File: src/rtl/zeroasic_dsp_macc_pipe.sv
// ----------------------------------------------------------------------------
// zeroasic_dsp_macc_pipe
//
// Parametrised multiply / multiply-add / multiply-accumulate pipeline for the
// Z1010 DSP tile. A valid bit travels with every sample. The pipeline has an
// optional input register stage (p0) and an optional multiplier register
// stage (p1), followed by an always-registered output stage that holds the
// result. In accumulate mode the result register P is the accumulator.
//
// Ports:
//   CLK       in   1        rising-edge clock
//   ARST_N    in   1        asynchronous active-low reset (all registers to 0)
//   EN        in   1        clock enable; 0 freezes every stage
//   CLR       in   1        synchronous clear of valids, P and OVF (ignores EN)
//   IN_VALID  in   1        A/B/C/ACC_LOAD carry a sample this cycle
//   A         in   A_WIDTH  multiplicand
//   B         in   B_WIDTH  multiplier
//   C         in   C_WIDTH  addend (MODE 1) or accumulator preload (MODE 2)
//   ACC_LOAD  in   1        MODE 2: restart accumulation at A*B+C
//   OUT_VALID out  1        P holds a new result
//   P         out  P_WIDTH  result / accumulator register
//   OVF       out  1        overflow flag (sticky while accumulating)
//
// Latency is IN_REG + MULT_REG + 1 enabled edges.
// ----------------------------------------------------------------------------
module zeroasic_dsp_macc_pipe #(
    parameter int A_WIDTH  = 18,
    parameter int B_WIDTH  = 18,
    parameter int C_WIDTH  = 40,
    parameter int P_WIDTH  = 40,
    parameter int IN_REG   = 1,
    parameter int MULT_REG = 1,
    parameter int MODE     = 2,
    parameter int SIGNED   = 1,
    parameter int SATURATE = 0
) (
    input  logic               CLK,
    input  logic               ARST_N,
    input  logic               EN,
    input  logic               CLR,
    input  logic               IN_VALID,
    input  logic [A_WIDTH-1:0] A,
    input  logic [B_WIDTH-1:0] B,
    input  logic [C_WIDTH-1:0] C,
    input  logic               ACC_LOAD,
    output logic               OUT_VALID,
    output logic [P_WIDTH-1:0] P,
    output logic               OVF
);

    // Adds two P_WIDTH operands and returns {overflow, result}. In signed
    // mode the sum is formed one bit wider so the true sign is visible; that
    // bit picks the violated bound when clamping. Unsigned addition can only
    // overflow upwards, so the clamp value is all-ones.
    function automatic logic [P_WIDTH:0] add_sat(input logic [P_WIDTH-1:0] x,
                                                 input logic [P_WIDTH-1:0] y);
        logic signed [P_WIDTH:0] ssum;
        logic        [P_WIDTH:0] usum;
        logic                    ovf;
        logic [P_WIDTH-1:0]      res;
        if (SIGNED != 0) begin
            ssum = $signed({x[P_WIDTH-1], x}) + $signed({y[P_WIDTH-1], y});
            res  = ssum[P_WIDTH-1:0];
            ovf  = ssum[P_WIDTH] != ssum[P_WIDTH-1];
            if (ovf && (SATURATE != 0)) begin
                res = ssum[P_WIDTH] ? {1'b1, {(P_WIDTH-1){1'b0}}}
                                    : {1'b0, {(P_WIDTH-1){1'b1}}};
            end
        end else begin
            usum = {1'b0, x} + {1'b0, y};
            res  = usum[P_WIDTH-1:0];
            ovf  = usum[P_WIDTH];
            if (ovf && (SATURATE != 0)) begin
                res = '1;
            end
        end
        return {ovf, res};
    endfunction

    logic [A_WIDTH-1:0] a_p0;
    logic [B_WIDTH-1:0] b_p0;
    logic [C_WIDTH-1:0] c_p0;
    logic               ld_p0;
    logic               vld_p0;

    // ---- stage p0: optional input register ----
    generate
        if (IN_REG != 0) begin : g_in_reg
            always_ff @(posedge CLK or negedge ARST_N) begin
                if (!ARST_N) begin
                    vld_p0 <= 1'b0;
                    a_p0   <= '0;
                    b_p0   <= '0;
                    c_p0   <= '0;
                    ld_p0  <= 1'b0;
                end else begin
                    if (CLR) begin
                        vld_p0 <= 1'b0;
                    end else if (EN) begin
                        vld_p0 <= IN_VALID;
                    end
                    if (EN) begin
                        a_p0  <= A;
                        b_p0  <= B;
                        c_p0  <= C;
                        ld_p0 <= ACC_LOAD;
                    end
                end
            end
        end else begin : g_in_comb
            // A CLR in this cycle clears the downstream register that would
            // otherwise capture this sample, so the sample is dropped there.
            assign vld_p0 = IN_VALID;
            assign a_p0   = A;
            assign b_p0   = B;
            assign c_p0   = C;
            assign ld_p0  = ACC_LOAD;
        end
    endgenerate

    // Operands are extended to P_WIDTH before multiplying. Because the full
    // product fits in P_WIDTH bits, the low P_WIDTH bits of the product are
    // exact for both signed and unsigned operands.
    logic [P_WIDTH-1:0] a_ext;
    logic [P_WIDTH-1:0] b_ext;
    logic [P_WIDTH-1:0] c_ext;
    logic [P_WIDTH-1:0] mult_prod;

    always_comb begin
        a_ext = {P_WIDTH{(SIGNED != 0) && a_p0[A_WIDTH-1]}};
        a_ext[A_WIDTH-1:0] = a_p0;
        b_ext = {P_WIDTH{(SIGNED != 0) && b_p0[B_WIDTH-1]}};
        b_ext[B_WIDTH-1:0] = b_p0;
        c_ext = {P_WIDTH{(SIGNED != 0) && c_p0[C_WIDTH-1]}};
        c_ext[C_WIDTH-1:0] = c_p0;
        mult_prod = a_ext * b_ext;
    end

    logic [P_WIDTH-1:0] prod_p1;
    logic [P_WIDTH-1:0] c_p1;
    logic               ld_p1;
    logic               vld_p1;

    // ---- stage p1: optional multiplier output register ----
    generate
        if (MULT_REG != 0) begin : g_mult_reg
            always_ff @(posedge CLK or negedge ARST_N) begin
                if (!ARST_N) begin
                    vld_p1  <= 1'b0;
                    prod_p1 <= '0;
                    c_p1    <= '0;
                    ld_p1   <= 1'b0;
                end else begin
                    if (CLR) begin
                        vld_p1 <= 1'b0;
                    end else if (EN) begin
                        vld_p1 <= vld_p0;
                    end
                    if (EN) begin
                        prod_p1 <= mult_prod;
                        c_p1    <= c_ext;
                        ld_p1   <= ld_p0;
                    end
                end
            end
        end else begin : g_mult_comb
            assign vld_p1  = vld_p0;
            assign prod_p1 = mult_prod;
            assign c_p1    = c_ext;
            assign ld_p1   = ld_p0;
        end
    endgenerate

    // Accumulating samples add onto P itself; loads and MODE 1 add C.
    logic [P_WIDTH-1:0] add_base;
    logic [P_WIDTH:0]   add_res;

    always_comb begin
        add_base = c_p1;
        if ((MODE == 2) && !ld_p1) begin
            add_base = P;
        end
        add_res = add_sat(prod_p1, add_base);
    end

    // ---- stage p2: output / accumulator register ----
    always_ff @(posedge CLK or negedge ARST_N) begin
        if (!ARST_N) begin
            OUT_VALID <= 1'b0;
            P         <= '0;
            OVF       <= 1'b0;
        end else if (CLR) begin
            OUT_VALID <= 1'b0;
            P         <= '0;
            OVF       <= 1'b0;
        end else if (EN) begin
            OUT_VALID <= vld_p1;
            if (vld_p1) begin
                case (MODE)
                    0: begin
                        P   <= prod_p1;
                        OVF <= 1'b0;
                    end
                    1: begin
                        P   <= add_res[P_WIDTH-1:0];
                        OVF <= add_res[P_WIDTH];
                    end
                    default: begin
                        P   <= add_res[P_WIDTH-1:0];
                        OVF <= ld_p1 ? add_res[P_WIDTH] : (OVF | add_res[P_WIDTH]);
                    end
                endcase
            end
        end
    end

endmodule

File: config.mk
export PLATFORM = sky130hd
export DESIGN_NAME = zeroasic_dsp_macc_pipe
export DESIGN_NICKNAME = d
export VERILOG_FILES = /design/src/rtl/zeroasic_dsp_macc_pipe.sv
export SDC_FILE = /design/constraint.sdc
export NUM_CORES = 1
export LEC_CHECK = 0
export ABC_AREA = 1
export BUFFER_PORTS_ARGS = -buffer_cell sky130_fd_sc_hd__buf_4
export CAP_MARGIN = 20
export CORE_MARGIN = 2
export CORE_UTILIZATION = 30
export CTS_BUF_LIST = sky130_fd_sc_hd__clkbuf_4 sky130_fd_sc_hd__clkbuf_8
export DETAILED_ROUTE_END_ITERATION = 6
export MAX_ROUTING_LAYER = met4
export PLACE_DENSITY = 0.48
export SYNTH_ARGS = -nofsm -noshare
export SYNTH_HDL_FRONTEND = slang
export SYNTH_SLANG_ARGS = --single-unit
File: constraint.sdc
create_clock -name CLK -period 9.86 [get_ports CLK]
set_clock_uncertainty 0.2 [all_clocks]
set_input_delay 0.493 -clock CLK [delete_from_list [all_inputs] [get_ports CLK]]
set_output_delay 0.493 -clock CLK [all_outputs]
set_load 0.05 [all_outputs]
# Yosys cells after proc, flatten, opt, wreduce, memory -nomap -nowiden
# Index checks and enable logic that the tools add are counted.
op_classes:
  addsub: 1
  multipliers: 1
  n_eq_ne: 1
  n_mux: 14
  bitwise_logic: 1
  n_reduce_logical: 3
ops:
  columns: ["operator", "n"]
  rows:
  - ["40-bit two-way mux", 4]
  - ["36-bit by 40-bit adder with 41-bit output", 1]
  - ["18-bit by 18-bit multiplier with 36-bit output", 1]
  - ["1-bit two-way mux", 10]
  - ["2-bit nonzero test", 2]
  - ["2-bit AND reduction", 1]
  - ["1-bit != test", 1]
  - ["1-bit OR", 1]
word_totals:
  register_bits: 198
  in_bits: 82
  output_inout_bits: 42

# Longest topological paths before layout
logic_depth:
  ltp_word: 8
  ltp_mapped: 29
  depth_no_buf: 27

# Worst setup path after synthesis
# No wires, ideal clock.
synth_path:
  path_kind: "reg-to-reg"
  from: "register b_p0[4]"
  to: "register prod_p1[31]"
  setup_time_ps: 117
  t_arrival_ps: 5654
  required_ps: 9543
  setup_slack_ps: 3889
  path_stages_with_launch: 24
  path_buffers: 2
  path_cell_list: "dfrtp_1 > clkbuf_1 > clkbuf_1 > nand2_1 > fa_1 > inv_1 > fa_1 > fa_1 > fa_1 > fa_1 > inv_1 > fa_1 > inv_1 > ha_1 > nand2_1 > nor2_1 > inv_1 > nor3_1 > and3_1 > nand2_1 > nand3_1 > nand2_1 > nand3_1 > nand2_1"
synth_via:
  elab_chain_cells: 1
synth_rtl:
  columns: ["element", "line_no", "text"]
  rows:
  - ["from (decl)", "81", "logic [B_WIDTH-1:0] b_p0;"]
  - ["from (signal assigned)", "93", "b_p0 <= '0;"]
  - ["from (signal assigned)", "104", "b_p0 <= B;"]
  - ["18-bit by 18-bit multiplier with 36-bit output", "136", "mult_prod = a_ext * b_ext;"]
  - ["to (signal assigned)", "160", "prod_p1 <= mult_prod;"]
  - ["to (decl)", "139", "logic [P_WIDTH-1:0] prod_p1;"]
# Every way passes these cells.
# A chain may end at the register's enable or synchronous reset.

# Worst setup path in the final report
layout_path:
  from: "register b_p0[0]"
  to: "register prod_p1[26]"
# The elaborated chain is that of the path after synthesis.

==> flow_summary.json <==
{
  "run_status": "complete, no violations",
  "wl_per_cell_um": 16.7,
  "post-cts-setup-buffer-count": 0,
  "routed-via-count": 19400,
  "fill_cells": 8306,
  "grt_max_degree": 91,
  "cp.arrival_ns": 6.96,
  "synth_seq_area_share_pct": 21.1,
  "die_area_um2": 80400,
  "synth_enable_flop_cells": 0,
  "drt-vias-per-instance": 4.52,
  "cts_resized": 0,
  "timing.critical_path.to_type": "flip-flop",
  "worst_ep_required_time_ns": 10.15,
  "place_congestion": 0.944,
  "hold_class": "in2reg",
  "postLayoutCellArea_um2": 26600,
  "final-max-slew-violation-count": 0,
  "flow.area_growth_from_synthesis_pct": 13.3,
  "cp.depth": 24,
  "crit_top_cell": "sky130_fd_sc_hd__inv_1",
  "worst_setup_path_start_kind": "flip-flop",
  "synth_area_per_cell_um2": 7.49,
  "numCtsBuffers": 17,
  "count_of_buffer_and_inverter_cells_on_the_critical_path": 8,
  "final.setup.tns_ns": 0,
  "cts.sinks": 198,
  "postSynthCellCount": 3130,
  "depth_of_the_cts_h_tree": 4,
  "synth.ff_latch_count": 198,
  "report.final.hold_viol_count": 0,
  "fp-row-count": 102,
  "hpwlAfterDp_mm": 57.6,
  "critical-path-max-stage-delay_ns": 0.84,
  "synth_cell_types": 49,
  "placement.io_buffers": 123,
  "floorplan.core_area_um2": 77500,
  "cp_max_fo": 18,
  "setup.worst_path.end": "prod_p1[26]",
  "cts_hold_buffers": 80,
  "critical_path.startpoint": "b_p0[0]",
  "tightestPinTransition_ns": 1.09,
  "dpl.cell_count": 4187,
  "postRouteWirelength_mm": 71.8,
  "r2r_slack_ns": 3.19,
  "rr_endpoint": "prod_p1[26]",
  "max_freq_mhz": 150,
  "critical_path.slowest_cell": "sky130_fd_sc_hd__dfrtp_1",
  "final_min_period_over_clock_period_pct": 67.7,
  "cts.reportedPaths.clkPinSlew_ns": 0.13,
  "stdcell_count": 4301,
  "layout_min_cycle_time_ns": 6.67,
  "num-nets-final": 3791,
  "initial_core_util_pct": 30.3,
  "clkLatencyLatePin_ns": 0.60,
  "number_of_global_route_vias_before_repair": 20400,
  "clock_tree.buffer_depth": 2,
  "tritoncts": "yes",
  "r2r_startpoint": "b_p0[0]",
  "finalSetupViolations": 0,
  "series_of_cell_instances_along_the_critical_path": "nand2_1 > inv_1 > fa_1 > inv_1 > fa_1 > inv_1 > ha_1 > inv_1 > fa_1 > inv_1 > fa_1 > inv_1 > fa_1 > inv_1 > ha_1 > nand2_1 > nor2_1 > inv_1 > nor3_1 > nand3_1 > nand3_1 > nand2_1 > nand3_1 > nand2_1",
  "initialDrtViolationCount": 1167,
  "drt_pre_antenna_iters": 5,
  "setup_ws_ns": 3.19,
  "setup.worst_path.class": "reg2reg",
  "fp.dieW_um": 284,
  "route.detailed.drc": 0,
  "grt_pass1_wl_mm": 117,
  "die_height_um": 284,
  "ys_dominant_reg_cell": "sky130_fd_sc_hd__dfrtp_1",
  "drive_above_1_share_pct": 6.66,
  "critical-path-top-delay-family": "adder cells",
  "timing.max_slew.rel_slack_pct": 27.5,
  "ant_nets": 0,
  "async_flop_share_pct": 100,
  "yosys_warning_count": 0,
  "ff2ff_path_depth": 24,
  "grt_usage_pct": 19.2,
  "place_ws_ns": 3.19,
  "grt_setup_unrepaired": "false",
  "io_pins": 124,
  "antenna_found_initial": 1,
  "syn-cell-area_um2": 23400,
  "mappedNetlistNets": 3675,
  "overflow": 0,
  "place_area_um2": 25300,
  "cap_violations": 0,
  "root_buffer": "sky130_fd_sc_hd__clkbuf_8"
}
==> cells by family (layout without fill, tap and decap cells) <==
kind of cell	after synthesis	after routing	share of synthesized area [%]
buf+inv	797	926	12.8
xor+xnor	17	17	0.635
flops	198	198	21.1
other cells	0	2	0
compound gates	303	303	7.12
simple gates	1352	1352	23.0
fa+ha+maj	463	463	35.3
==> registers in the layout, indices dropped and copies added, names as in the netlist <==
register	flops
vld_p1	1
b_p0	18
c_ext	40
OVF	1
OUT_VALID	1
P	40
vld_p0	1
c_p1	40
ld_p1	1
prod_p1	36
ld_p0	1
a_p0	18
==> layout by cell type (no fill, tap or decap), types with 6 or more instances in the layout <==
cell,netlist,layout
sky130_fd_sc_hd__clkbuf_8,0,17
sky130_fd_sc_hd__dlygate4sd3_1,0,80
sky130_fd_sc_hd__nand3_1,70,70
sky130_fd_sc_hd__nor2_1,156,155
sky130_fd_sc_hd__nand2_2,11,11
sky130_fd_sc_hd__ha_1,133,133
sky130_fd_sc_hd__a31oi_1,11,11
sky130_fd_sc_hd__o21ai_0,142,142
sky130_fd_sc_hd__nor3_1,7,7
sky130_fd_sc_hd__o22ai_1,7,7
sky130_fd_sc_hd__buf_4,1,136
sky130_fd_sc_hd__dfrtp_1,198,198
sky130_fd_sc_hd__nor2_2,10,11
sky130_fd_sc_hd__o21ai_1,17,17
sky130_fd_sc_hd__nand4_1,21,21
sky130_fd_sc_hd__nand2_1,1047,1047
sky130_fd_sc_hd__fa_1,330,330
sky130_fd_sc_hd__a21oi_1,85,85
sky130_fd_sc_hd__a21oi_2,6,6
sky130_fd_sc_hd__o21bai_1,10,10
sky130_fd_sc_hd__xnor2_1,14,14
sky130_fd_sc_hd__nand3b_1,7,7
sky130_fd_sc_hd__a21o_1,6,6
sky130_fd_sc_hd__inv_8,0,6
sky130_fd_sc_hd__inv_1,674,674
==> metrics by stage <==
step / utilization [%] / hold WS [ns]
after global placement: 32.7 / 0.256
after floorplan: - / -0.00259
after detailed placement: 32.7 / 0.259
after global routing: 34.3 / 0.0319
final: 34.3 / 0.0340
after CTS: 34.3 / 0.000357
==> final cells by class <==
type | count | area, µm² | share of cell area (%)
flip-flops and latches | 198 | 4950 | 18.7
diodes | 2 | 5.00 | 0.0188
clock buffers | 17 | 234 | 0.881
inverters | 676 | 2540 | 9.56
well taps | 1040 | 1300 | 4.90
multi-input cells | 2135 | 15500 | 58.3
clock inverters | 15 | 184 | 0.693
repair buffers | 218 | 1850 | 6.96
==> how the worst min path moves through the flow <==
stage	start	end	depth (start not counted)
after global routing	EN	c_ext[30]	3
after detailed placement	c_ext[39]	c_ext[39]	2
after global placement	c_ext[24]	c_ext[24]	2
after CTS	EN	c_ext[31]	3
after floorplan	ARST_N	OUT_VALID	0
final	EN	ld_p0	3
==> worst register-to-register path: cells and delay by family, from the launching register on <==
family                     cells  cell delay, ns
and+or+nand+nor                9            1.30
adders and majority gates      7            3.27
buffers and inverters          8            0.96
DFF                            1            0.84
==> Yosys cell counts (6+ instances only) <==
| master | number | share of area [%] |
|---|---|---|
| sky130_fd_sc_hd__nand2_1 | 1047 | 17 |
| sky130_fd_sc_hd__inv_1 | 674 | 11 |
| sky130_fd_sc_hd__fa_1 | 330 | 28 |
| sky130_fd_sc_hd__dfrtp_1 | 198 | 21 |
| sky130_fd_sc_hd__nor2_1 | 156 | 2.5 |
| sky130_fd_sc_hd__o21ai_0 | 142 | 3.0 |
| sky130_fd_sc_hd__ha_1 | 133 | 7.1 |
| sky130_fd_sc_hd__clkbuf_1 | 92 | 1.5 |
| sky130_fd_sc_hd__a21oi_1 | 85 | 1.8 |
| sky130_fd_sc_hd__nand3_1 | 70 | 1.5 |
| sky130_fd_sc_hd__buf_1 | 24 | 0.38 |
| sky130_fd_sc_hd__nand4_1 | 21 | 0.56 |
| sky130_fd_sc_hd__o21ai_1 | 17 | 0.36 |
| sky130_fd_sc_hd__xnor2_1 | 14 | 0.52 |
| sky130_fd_sc_hd__a31oi_1 | 11 | 0.29 |
| sky130_fd_sc_hd__nand2_2 | 11 | 0.29 |
| sky130_fd_sc_hd__nor2_2 | 10 | 0.27 |
| sky130_fd_sc_hd__o21bai_1 | 10 | 0.32 |
| sky130_fd_sc_hd__nand3b_1 | 7 | 0.22 |
| sky130_fd_sc_hd__nor3_1 | 7 | 0.15 |
| sky130_fd_sc_hd__o22ai_1 | 7 | 0.19 |
| sky130_fd_sc_hd__a21o_1 | 6 | 0.19 |
| sky130_fd_sc_hd__a21oi_2 | 6 | 0.22 |
==> per-layer routing <==
| layer | global-route usage, % | wire length [µm] | vias to the layer above |
|---|---|---|---|
| met5 | - | 0 | - |
| li1 | - | - | 9494 |
| met1 | 25.5 | 33600 | 9506 |
| met4 | 5.46 | 1640 | 0 |
| met3 | 1.85 | 2350 | 68 |
| met2 | 31.4 | 34200 | 364 |
Power is left out: the tool's default activity adds up to more than one toggle a clock period on the data nets, which glitch-free logic cannot reach.
